[config.mk]
export PLATFORM = sky130hd
export DESIGN_NAME = sonar_mmio
export DESIGN_NICKNAME = d
export VERILOG_FILES = /design/src/rtl/sonar_mmio.sv
export SDC_FILE = /design/constraint.sdc
export NUM_CORES = 1
export LEC_CHECK = 0
export CAP_MARGIN = 20
export CORE_UTILIZATION = 49
export DETAILED_ROUTE_END_ITERATION = 12
export PLACE_DENSITY = 0.79
export SLEW_MARGIN = 20
export SYNTH_ARGS = -nofsm -noshare
export SYNTH_HDL_FRONTEND = slang
export SYNTH_SLANG_ARGS = --single-unit
[constraint.sdc]
create_clock -name clock -period 2.7 [get_ports clock]
set_input_delay 0.27 -clock clock [delete_from_list [all_inputs] [get_ports clock]]
set_output_delay 0.27 -clock clock [all_outputs]
set_load 0.1 [all_outputs]
[src/rtl/sonar_mmio.sv]
//============================================================================
// Module      : sonar_mmio
// Description : Memory-mapped ultrasonic ranger on the data-memory bus.
//               A store to CTRL fires a trigger pulse. The block then
//               measures the width of the returning echo pulse and posts
//               the result in RESULT.
//               Register map (word offsets from BASE_ADDR):
//                 0 CTRL   (W)  bit0=1 starts a ranging cycle
//                 1 STATUS (R)  {29'b0, timeout, done, busy}
//                 2 RESULT (R)  zero-extended measurement; a read
//                               clears done/timeout
//                 3 reserved    reads 0, writes ignored
//               Optional build macro SONAR_CM_CONV_EN: RESULT reports
//               centimetres (CYCLES_PER_CM clocks per cm, truncated)
//               instead of raw clock cycles.
// Revision    : 1.0 - initial release
//============================================================================
`timescale 1ns/1ps
`default_nettype none

module sonar_mmio #(
    parameter logic [11:0] BASE_ADDR      = 12'hF00,
    parameter int          TRIG_CYCLES    = 500,
    parameter int          TIMEOUT_CYCLES = 1500000,
    parameter int          CNT_W          = 24,
    parameter int          CYCLES_PER_CM  = 2900
) (
    input  logic        clock,
    input  logic        resetn,
    input  logic        wren,
    input  logic [31:0] address,
    input  logic [31:0] data_in,
    output logic        sel,
    output logic [31:0] q_out,
    output logic        trig,
    input  logic        echo,
    output logic        busy
);

    typedef enum logic [1:0] {
        S_IDLE      = 2'd0,
        S_TRIG      = 2'd1,
        S_WAIT_RISE = 2'd2,
        S_MEASURE   = 2'd3
    } state_t;

    // 13-bit window bounds so a BASE_ADDR near the top of the 12-bit
    // space cannot wrap the upper bound back to low addresses.
    localparam logic [12:0]      c_win_lo    = {1'b0, BASE_ADDR};
    localparam logic [12:0]      c_win_hi    = {1'b0, BASE_ADDR} + 13'd3;
    localparam logic [CNT_W-1:0] c_trig_last = CNT_W'(TRIG_CYCLES - 1);
    localparam logic [CNT_W-1:0] c_tmo_last  = CNT_W'(TIMEOUT_CYCLES - 1);
    localparam logic [CNT_W-1:0] c_cnt_max   = {CNT_W{1'b1}};
    localparam logic [1:0]       c_off_ctrl   = 2'd0;
    localparam logic [1:0]       c_off_status = 2'd1;
    localparam logic [1:0]       c_off_result = 2'd2;

    state_t             r_state;
    logic               r_trig;
    logic               r_busy;
    logic               r_done;
    logic               r_timeout;
    logic [CNT_W-1:0]   r_cnt;
    logic [CNT_W-1:0]   r_result;
    logic [31:0]        r_q;
    logic               r_echo_meta;
    logic               r_echo_s;
    logic               r_echo_s_d;

    logic [12:0]        w_addr;
    logic [1:0]         w_off;
    logic               w_rise;
    logic               w_start;
    logic               w_result_rd;
    logic [CNT_W-1:0]   w_cnt_inc;
    logic [CNT_W-1:0]   w_meas;
    logic [31:0]        w_status;
    logic [31:0]        w_result_ext;
    logic               w_unused;

    // Only address[11:0] and data_in[0] carry meaning for this block.
    assign w_unused = ^{address[31:12], data_in[31:1]};

    // Address decode: window match and word offset within the window.
    assign w_addr = {1'b0, address[11:0]};
    assign sel    = (w_addr >= c_win_lo) && (w_addr <= c_win_hi);
    assign w_off  = address[1:0] - BASE_ADDR[1:0];

    // Bus strobes: any load in the window is a read (there is no read strobe).
    assign w_start     = wren & sel & (w_off == c_off_ctrl) & data_in[0];
    assign w_result_rd = ~wren & sel & (w_off == c_off_result);

    // Echo edge detect on the synchronised copy.
    assign w_rise = r_echo_s & ~r_echo_s_d;

    // Shared counter increments saturate instead of wrapping.
    assign w_cnt_inc = (r_cnt == c_cnt_max) ? r_cnt : r_cnt + 1'b1;

    assign w_status     = {29'b0, r_timeout, r_done, r_busy};
    assign w_result_ext = 32'(r_result);

`ifdef SONAR_CM_CONV_EN
    localparam logic [CNT_W-1:0] c_presc_last = CNT_W'(CYCLES_PER_CM - 1);

    logic [CNT_W-1:0] r_presc;
    logic [CNT_W-1:0] r_cm;

    // Centimetre prescaler: advances on exactly the cycles the raw counter counts.
    always_ff @(posedge clock or negedge resetn) begin
        if (!resetn) begin
            r_presc <= '0;
            r_cm    <= '0;
        end else if (r_state == S_WAIT_RISE) begin
            r_presc <= '0;
            r_cm    <= '0;
        end else if ((r_state == S_MEASURE) && r_echo_s && (r_cnt != c_tmo_last)) begin
            if (r_presc == c_presc_last) begin
                r_presc <= '0;
                r_cm    <= (r_cm == c_cnt_max) ? r_cm : r_cm + 1'b1;
            end else begin
                r_presc <= r_presc + 1'b1;
            end
        end
    end

    assign w_meas = r_cm;
`else
    localparam int c_unused_cm = CYCLES_PER_CM;

    assign w_meas = r_cnt;
`endif

    // Two-flop synchroniser for the asynchronous echo, plus a delayed copy for edge detect.
    always_ff @(posedge clock or negedge resetn) begin
        if (!resetn) begin
            r_echo_meta <= 1'b0;
            r_echo_s    <= 1'b0;
            r_echo_s_d  <= 1'b0;
        end else begin
            r_echo_meta <= echo;
            r_echo_s    <= r_echo_meta;
            r_echo_s_d  <= r_echo_s;
        end
    end

    // Ranging FSM with registered trig/busy and the done/timeout/RESULT status.
    always_ff @(posedge clock or negedge resetn) begin
        if (!resetn) begin
            r_state   <= S_IDLE;
            r_trig    <= 1'b0;
            r_busy    <= 1'b0;
            r_done    <= 1'b0;
            r_timeout <= 1'b0;
            r_cnt     <= '0;
            r_result  <= '0;
        end else begin
            // A RESULT read clears the sticky flags. Completion updates
            // further down are later assignments, so they win on the same edge.
            if (w_result_rd) begin
                r_done    <= 1'b0;
                r_timeout <= 1'b0;
            end
            case (r_state)
                S_IDLE: begin
                    if (w_start) begin
                        r_done    <= 1'b0;
                        r_timeout <= 1'b0;
                        r_trig    <= 1'b1;
                        r_busy    <= 1'b1;
                        r_cnt     <= '0;
                        r_state   <= S_TRIG;
                    end
                end
                S_TRIG: begin
                    if (r_cnt == c_trig_last) begin
                        r_trig  <= 1'b0;
                        r_cnt   <= '0;
                        r_state <= S_WAIT_RISE;
                    end else begin
                        r_cnt <= w_cnt_inc;
                    end
                end
                S_WAIT_RISE: begin
                    if (w_rise) begin
                        r_cnt   <= '0;
                        r_state <= S_MEASURE;
                    end else if (r_cnt == c_tmo_last) begin
                        r_result  <= c_cnt_max;
                        r_timeout <= 1'b1;
                        r_done    <= 1'b1;
                        r_busy    <= 1'b0;
                        r_state   <= S_IDLE;
                    end else begin
                        r_cnt <= w_cnt_inc;
                    end
                end
                S_MEASURE: begin
                    if (!r_echo_s) begin
                        r_result <= w_meas;
                        r_done   <= 1'b1;
                        r_busy   <= 1'b0;
                        r_state  <= S_IDLE;
                    end else if (r_cnt == c_tmo_last) begin
                        r_result  <= c_cnt_max;
                        r_timeout <= 1'b1;
                        r_done    <= 1'b1;
                        r_busy    <= 1'b0;
                        r_state   <= S_IDLE;
                    end else begin
                        r_cnt <= w_cnt_inc;
                    end
                end
                default: begin
                    r_trig  <= 1'b0;
                    r_busy  <= 1'b0;
                    r_state <= S_IDLE;
                end
            endcase
        end
    end

    // Registered read mux: one-cycle load latency, zero when not selected.
    always_ff @(posedge clock or negedge resetn) begin
        if (!resetn) begin
            r_q <= '0;
        end else if (sel) begin
            case (w_off)
                c_off_status: r_q <= w_status;
                c_off_result: r_q <= w_result_ext;
                default:      r_q <= '0;
            endcase
        end else begin
            r_q <= '0;
        end
    end

    assign q_out = r_q;
    assign trig  = r_trig;
    assign busy  = r_busy;

endmodule

`default_nettype wire

Word-level counts from Yosys, hierarchy flattened
Cells that the tools add are included.
- add/sub/neg operators: 1
- multipliers: 0
- divide/modulo/power cells: 0
- $lt $le $gt $ge: 2
- equal/unequal tests: 12
- shift-type cells: 0
- mux-type cells: 38
- bitwise logic cells: 8
- reductions and logical operators: 11
- operator list (cell ; number):
    $mux 24 ; 10
    $pmux 24 s2 ; 2
    $pmux 24 s4 ; 1
    $add 24x1->24 const B ; 1
    $eq 24x21->1 const B ; 1
    $eq 24x24->1 const B ; 1
    $eq 24x9->1 const B ; 1
    $mux 1 ; 15
    $ge 12x12->1 const B ; 1
    $le 12x12->1 const B ; 1
    $mux 2 ; 5
    $pmux 1 s3 ; 3
    $ne 2x2->1 const B ; 4
    $pmux 2 s4 ; 1
    $and 1x1->1 ; 6
    $eq 2x2->1 const B ; 3
    $reduce_and 2->1 ; 3
    $reduce_and 3->1 ; 2
    $eq 2x1->1 const B ; 2
    $logic_not 2->1 ; 2
    $reduce_bool 2->1 ; 2
    $reduce_bool 3->1 ; 1
    $not 1->1 ; 2
    $pmux 1 s2 ; 1
    $logic_and 1x1->1 ; 1
- flip-flop bits (word level): 89
- bits in latches: 0
- bits in writable memories: 0
- ROM bits: 0
- input port bits: 68
- memories kept: 0

Longest topological paths before layout
Gate-level depths: netlist of the first run.
- word-level depth: 8
- depth in mapped cells: 9
- depth with buffers taken out: 7

Worst setup path after synthesis of the first run
OpenSTA, ideal clock, no wires.
- path type: in2reg
- start: in address[4]
- end: reg r_q[0] (netlist: q_out[0])
- setup time: 0.075 ns
- data arrival time: 2.277 ns
- path slack: 0.348 ns
- stages on the path: 6
- cell sequence: or2_2 > nor2_1 > and4_1 > clkbuf_1 > nand2_1 > nor2_1
- word-level cells in the longest chain between the ends: 3
- elaborated cells on any way between the ends: 4
- ends and longest elaborated chain (what ; line ; RTL):
    from (decl) ; 31 ; input logic [31:0] address,
    $ge 12x12->1 or $le 12x12->1 (tied branches) ; 86 ; assign sel = (w_addr >= c_win_lo) && (w_addr <= c_win_hi);
    $logic_and 1x1->1 (*) ; 86 ;
    via sel ; 33 ; output logic sel,
    $mux 24 (*) ; 226 ; end else if (sel) begin
    to (signal assigned) ; 228 ; c_off_status: r_q <= w_status;
    to (signal assigned) ; 229 ; c_off_result: r_q <= w_result_ext;
    to (decl) ; 65 ; logic [31:0] r_q;
The timed path passes the listed nets; every way through them passes the cells marked *.
A chain may end at the register's enable or synchronous reset.

Worst setup path after layout of the first run
- start: reg r_cnt[5]
- end: reg r_result[11]
- word-level cells in the longest chain between the ends: 4
- elaborated cells on any way between the ends: 5
- ends and longest elaborated chain (what ; line ; RTL):
    from (decl) ; 63 ; logic [CNT_W-1:0] r_cnt;
    from (signal assigned) ; 180 ; r_cnt <= w_cnt_inc;
    from (signal assigned) ; 194 ; r_cnt <= w_cnt_inc;
    from (signal assigned) ; 210 ; r_cnt <= w_cnt_inc;
    $eq 24x21->1 (*) ; 187, 203 ;
    $mux 24 (*) ; -- ;
    $mux 24 (on tied branches) ; -- ;
    $pmux 24 s2 (*) ; -- ;
    to (signal assigned) ; 188 ; r_result <= c_cnt_max;
    to (signal assigned) ; 199 ; r_result <= w_meas;
    to (signal assigned) ; 204 ; r_result <= c_cnt_max;
    to (decl) ; 64 ; logic [CNT_W-1:0] r_result;
Mark *: on every way between the ends. The rest lies on a longest branch, timed or not. The select of a mux whose other input is x is not followed.

==> flow_metrics.py, run 1 <==
metrics = {
    "status": {
        "status": "complete, no violations",
    },
    "placement": {
        "placed_cell_area_sq_um": 4420,
        "hpwl_microns": 6350,
        "numPortBuffers": 43,
        "gp_congestion": 0.922,
    },
    "timing": {
        "worst_pin_slew_ps": 990,
        "holdWs_ps": 62.7,
        "slew_headroom_pct": 34.0,
        "setup_viol": 0,
        "grt_setup_unrepaired": "false",
        "finalHoldViolations": 0,
        "period_needed_ps": 2450,
        "finalSetupTns_ps": 0,
        "clock_skew_ps": 9.34,
        "fmaxAchievable_ghz": 0.408,
        "maxSlewViolCount": 0,
        "finalCritPeriodShare_pct": 90.8,
    },
    "pwr": {
        "p_total_mw": 2.27,
        "ir_worst_vdd_uv": 243,
        "leakagePower_nw": 2.21,
        "p_per_area_nw_per_um2": 489,
    },
    "route": {
        "viasPerCell": 5.93,
        "drtAntennaViolNets": 0,
        "initialDrtViolationCount": 219,
        "vias": 3171,
        "drc_errors": 0,
        "drt_pass1_iterations": 7,
        "finalWirelength_microns": 8970,
        "wl_per_cell_microns": 16.8,
    },
    "setup_path": {
        "slowest_delay_ps": 610,
        "crit_arrival_ps": 2740,
        "cp.depth": 6,
        "worst-path-buf-inv": 0,
        "r2r_start": "r_cnt[5]",
        "cp.required_ps": 2990,
        "cp_max_fo": 24,
        "path_class": "reg2reg",
        "crit_start": "r_cnt[5]",
        "r2r_cells": 6,
        "cpMaxStageDelayCell": "or4_1",
        "crit_path_start_kind": "flip-flop",
        "end_kind": "flip-flop",
        "cp_cell_sequence": "nand4b_1, or4_1, or2_1, o21a_4, nor2_8, o22a_1",
        "cp_top_family": "simple AND/OR/NAND/NOR gates",
    },
    "clocking": {
        "clk_pin_slew_ps": 90,
        "clock_latency_ps": 360,
        "cts_resized": 0,
        "cts_setup_buffers": 0,
        "cts_tree": "yes",
        "cts_sinks": 81,
        "cts.path.max_buffers": 2,
        "h-tree-depth": 3,
        "cts_root_buf": "clkbuf_8",
        "hold_buffers": 0,
        "cts_inserted_buffers": 9,
    },
    "finish": {
        "diodes": 0,
        "drive_gt1_share_pct": 16.4,
        "finish.utilization_pct": 59.9,
        "final_common_cell": "dfrtp_1",
        "nets": 504,
        "syn_to_final_growth_pct": 18.2,
        "layout_common_cells": "81 x dfrtp_1, 46 x buf_4, 25 x and3_1, 24 x nor2_1",
        "stdcell_area_sq_um": 4630,
    },
    "floorplanning": {
        "die_y_microns": 91.4,
        "die_w_microns": 91.4,
        "die_area_sq_um": 8350,
        "rows": 32,
        "initial_utilization_pct": 50.7,
        "io-pin-count": 103,
        "core_sq_um": 7730,
    },
    "synthesis": {
        "synth_edf_count": 0,
        "ys_async_sr_fraction_pct": 100,
        "syn_area_sq_um": 3920,
        "avgSynthCellArea_sq_um": 10.4,
        "ys.flop_type": "dfrtp_1",
        "ys_ff_latch": 81,
        "synth_seq_area_share_pct": 51.8,
        "syn_inst": 378,
        "yosysWarnings": 0,
        "synth_cell_types": 55,
    },
    "run": {
        "maxCapViolCount": 0,
    },
    "global_route": {
        "grt_pass1_vias": 2992,
        "antenna_found_initial": 0,
        "grt_pass1_wl_microns": 15100,
        "overflow": 0,
        "grt.total_usage_pct": 23.1,
        "grt_max_degree": 82,
    },
    "hold_path": {
        "hold_path.class": "in2async",
    },
}
## registers in the layout, indices dropped and copies added (netlist names)
register,cells
busy,1
q_out,24
r_cnt,24
r_done,1
r_echo_meta,1
r_echo_s,1
r_echo_s_d,1
r_result,24
r_state,2
r_timeout,1
trig,1
## kinds of logic (layout without fill, tap and decap cells)
family,Yosys count,after routing,synth area share (%)
buf+inv,38,86,5.05
other cells,1,8,0.0958
flops,81,81,51.8
xor+xnor,4,4,0.894
compound gates,105,105,19.9
fa+ha+maj,8,8,2.56
simple gates,141,141,19.7
## cell type report
cell class / instances / area (sq um)
clock buffer: 10 / 138
multi-input combinational: 266 / 1720
sequential: 81 / 2030
timing repair buffer: 62 / 515
tap: 102 / 128
clock inverter: 6 / 75.1
inverter: 8 / 30.0
fill: 625 / 3100
## metal layers
metal	track usage, %	share of wire (%)	vias to the layer above
li1	-	-	1496
met4	8.07	1.8	0
met5	0	0	-
met2	35.6	47	141
met3	4.52	5.5	21
met1	32.5	46	1513
## report_power, final
group / switching, mW / internal, mW
clock: 0.470 / 0.465
combinational: 0.0870 / 0.0266
sequential: 0.00260 / 1.21
total: 0.559 / 1.71
## synthesized netlist by cell type (5+ instances only)
library cell,number,share of area (%)
a31oi_1,15,2.4
o22a_1,21,4.7
nand4_1,9,1.4
nand2b_1,6,0.96
nor2_1,24,2.3
dfrtp_1,81,52
nand3_1,19,2.4
clkbuf_1,15,1.4
nor3_1,6,0.77
a21oi_1,23,2.9
inv_1,8,0.77
buf_2,5,0.64
and3_1,25,4.0
buf_4,8,1.5
o21ai_1,6,0.77
nor4_1,6,0.96
nand2_1,23,2.2
ha_1,8,2.6
## worst reg2reg max path, stage by stage (launching register included)
cell	delay, ps
dfrtp_1	480
nand4b_1	240
or4_1	610
or2_1	300
o21a_4	260
nor2_8	290
o22a_1	220
## worst paths after layout
check | to | slack, ps
hold / removal | r_result[20] | 60
hold reg to reg | r_echo_s | 360
min in group clock | r_echo_meta | 350
setup reg to reg | r_result[11] | 250
max in group asynchronous | r_result[14] | 1990
setup / recovery | r_result[11] | 250
## metrics by stage
step,std cells,worst slack (ps)
global placement,519,334
floorplan,385,348
global route,535,144
finish,535,250
detailed placement,519,269
CTS,535,291
Power figures use the tool's default switching activity.
==> run 2, diff against run 1 <==
--- a/config.mk
+++ b/config.mk
@@ -7,6 +7,7 @@
 export LEC_CHECK = 0
 export CAP_MARGIN = 20
 export CORE_UTILIZATION = 49
+export CTS_BUF_LIST = sky130_fd_sc_hd__clkbuf_4 sky130_fd_sc_hd__clkbuf_8 sky130_fd_sc_hd__clkbuf_16
 export DETAILED_ROUTE_END_ITERATION = 12
 export PLACE_DENSITY = 0.79
 export SLEW_MARGIN = 20
==> results of run 2 <==
No change in the layout: final DEF, timing and power equal those of run 1.
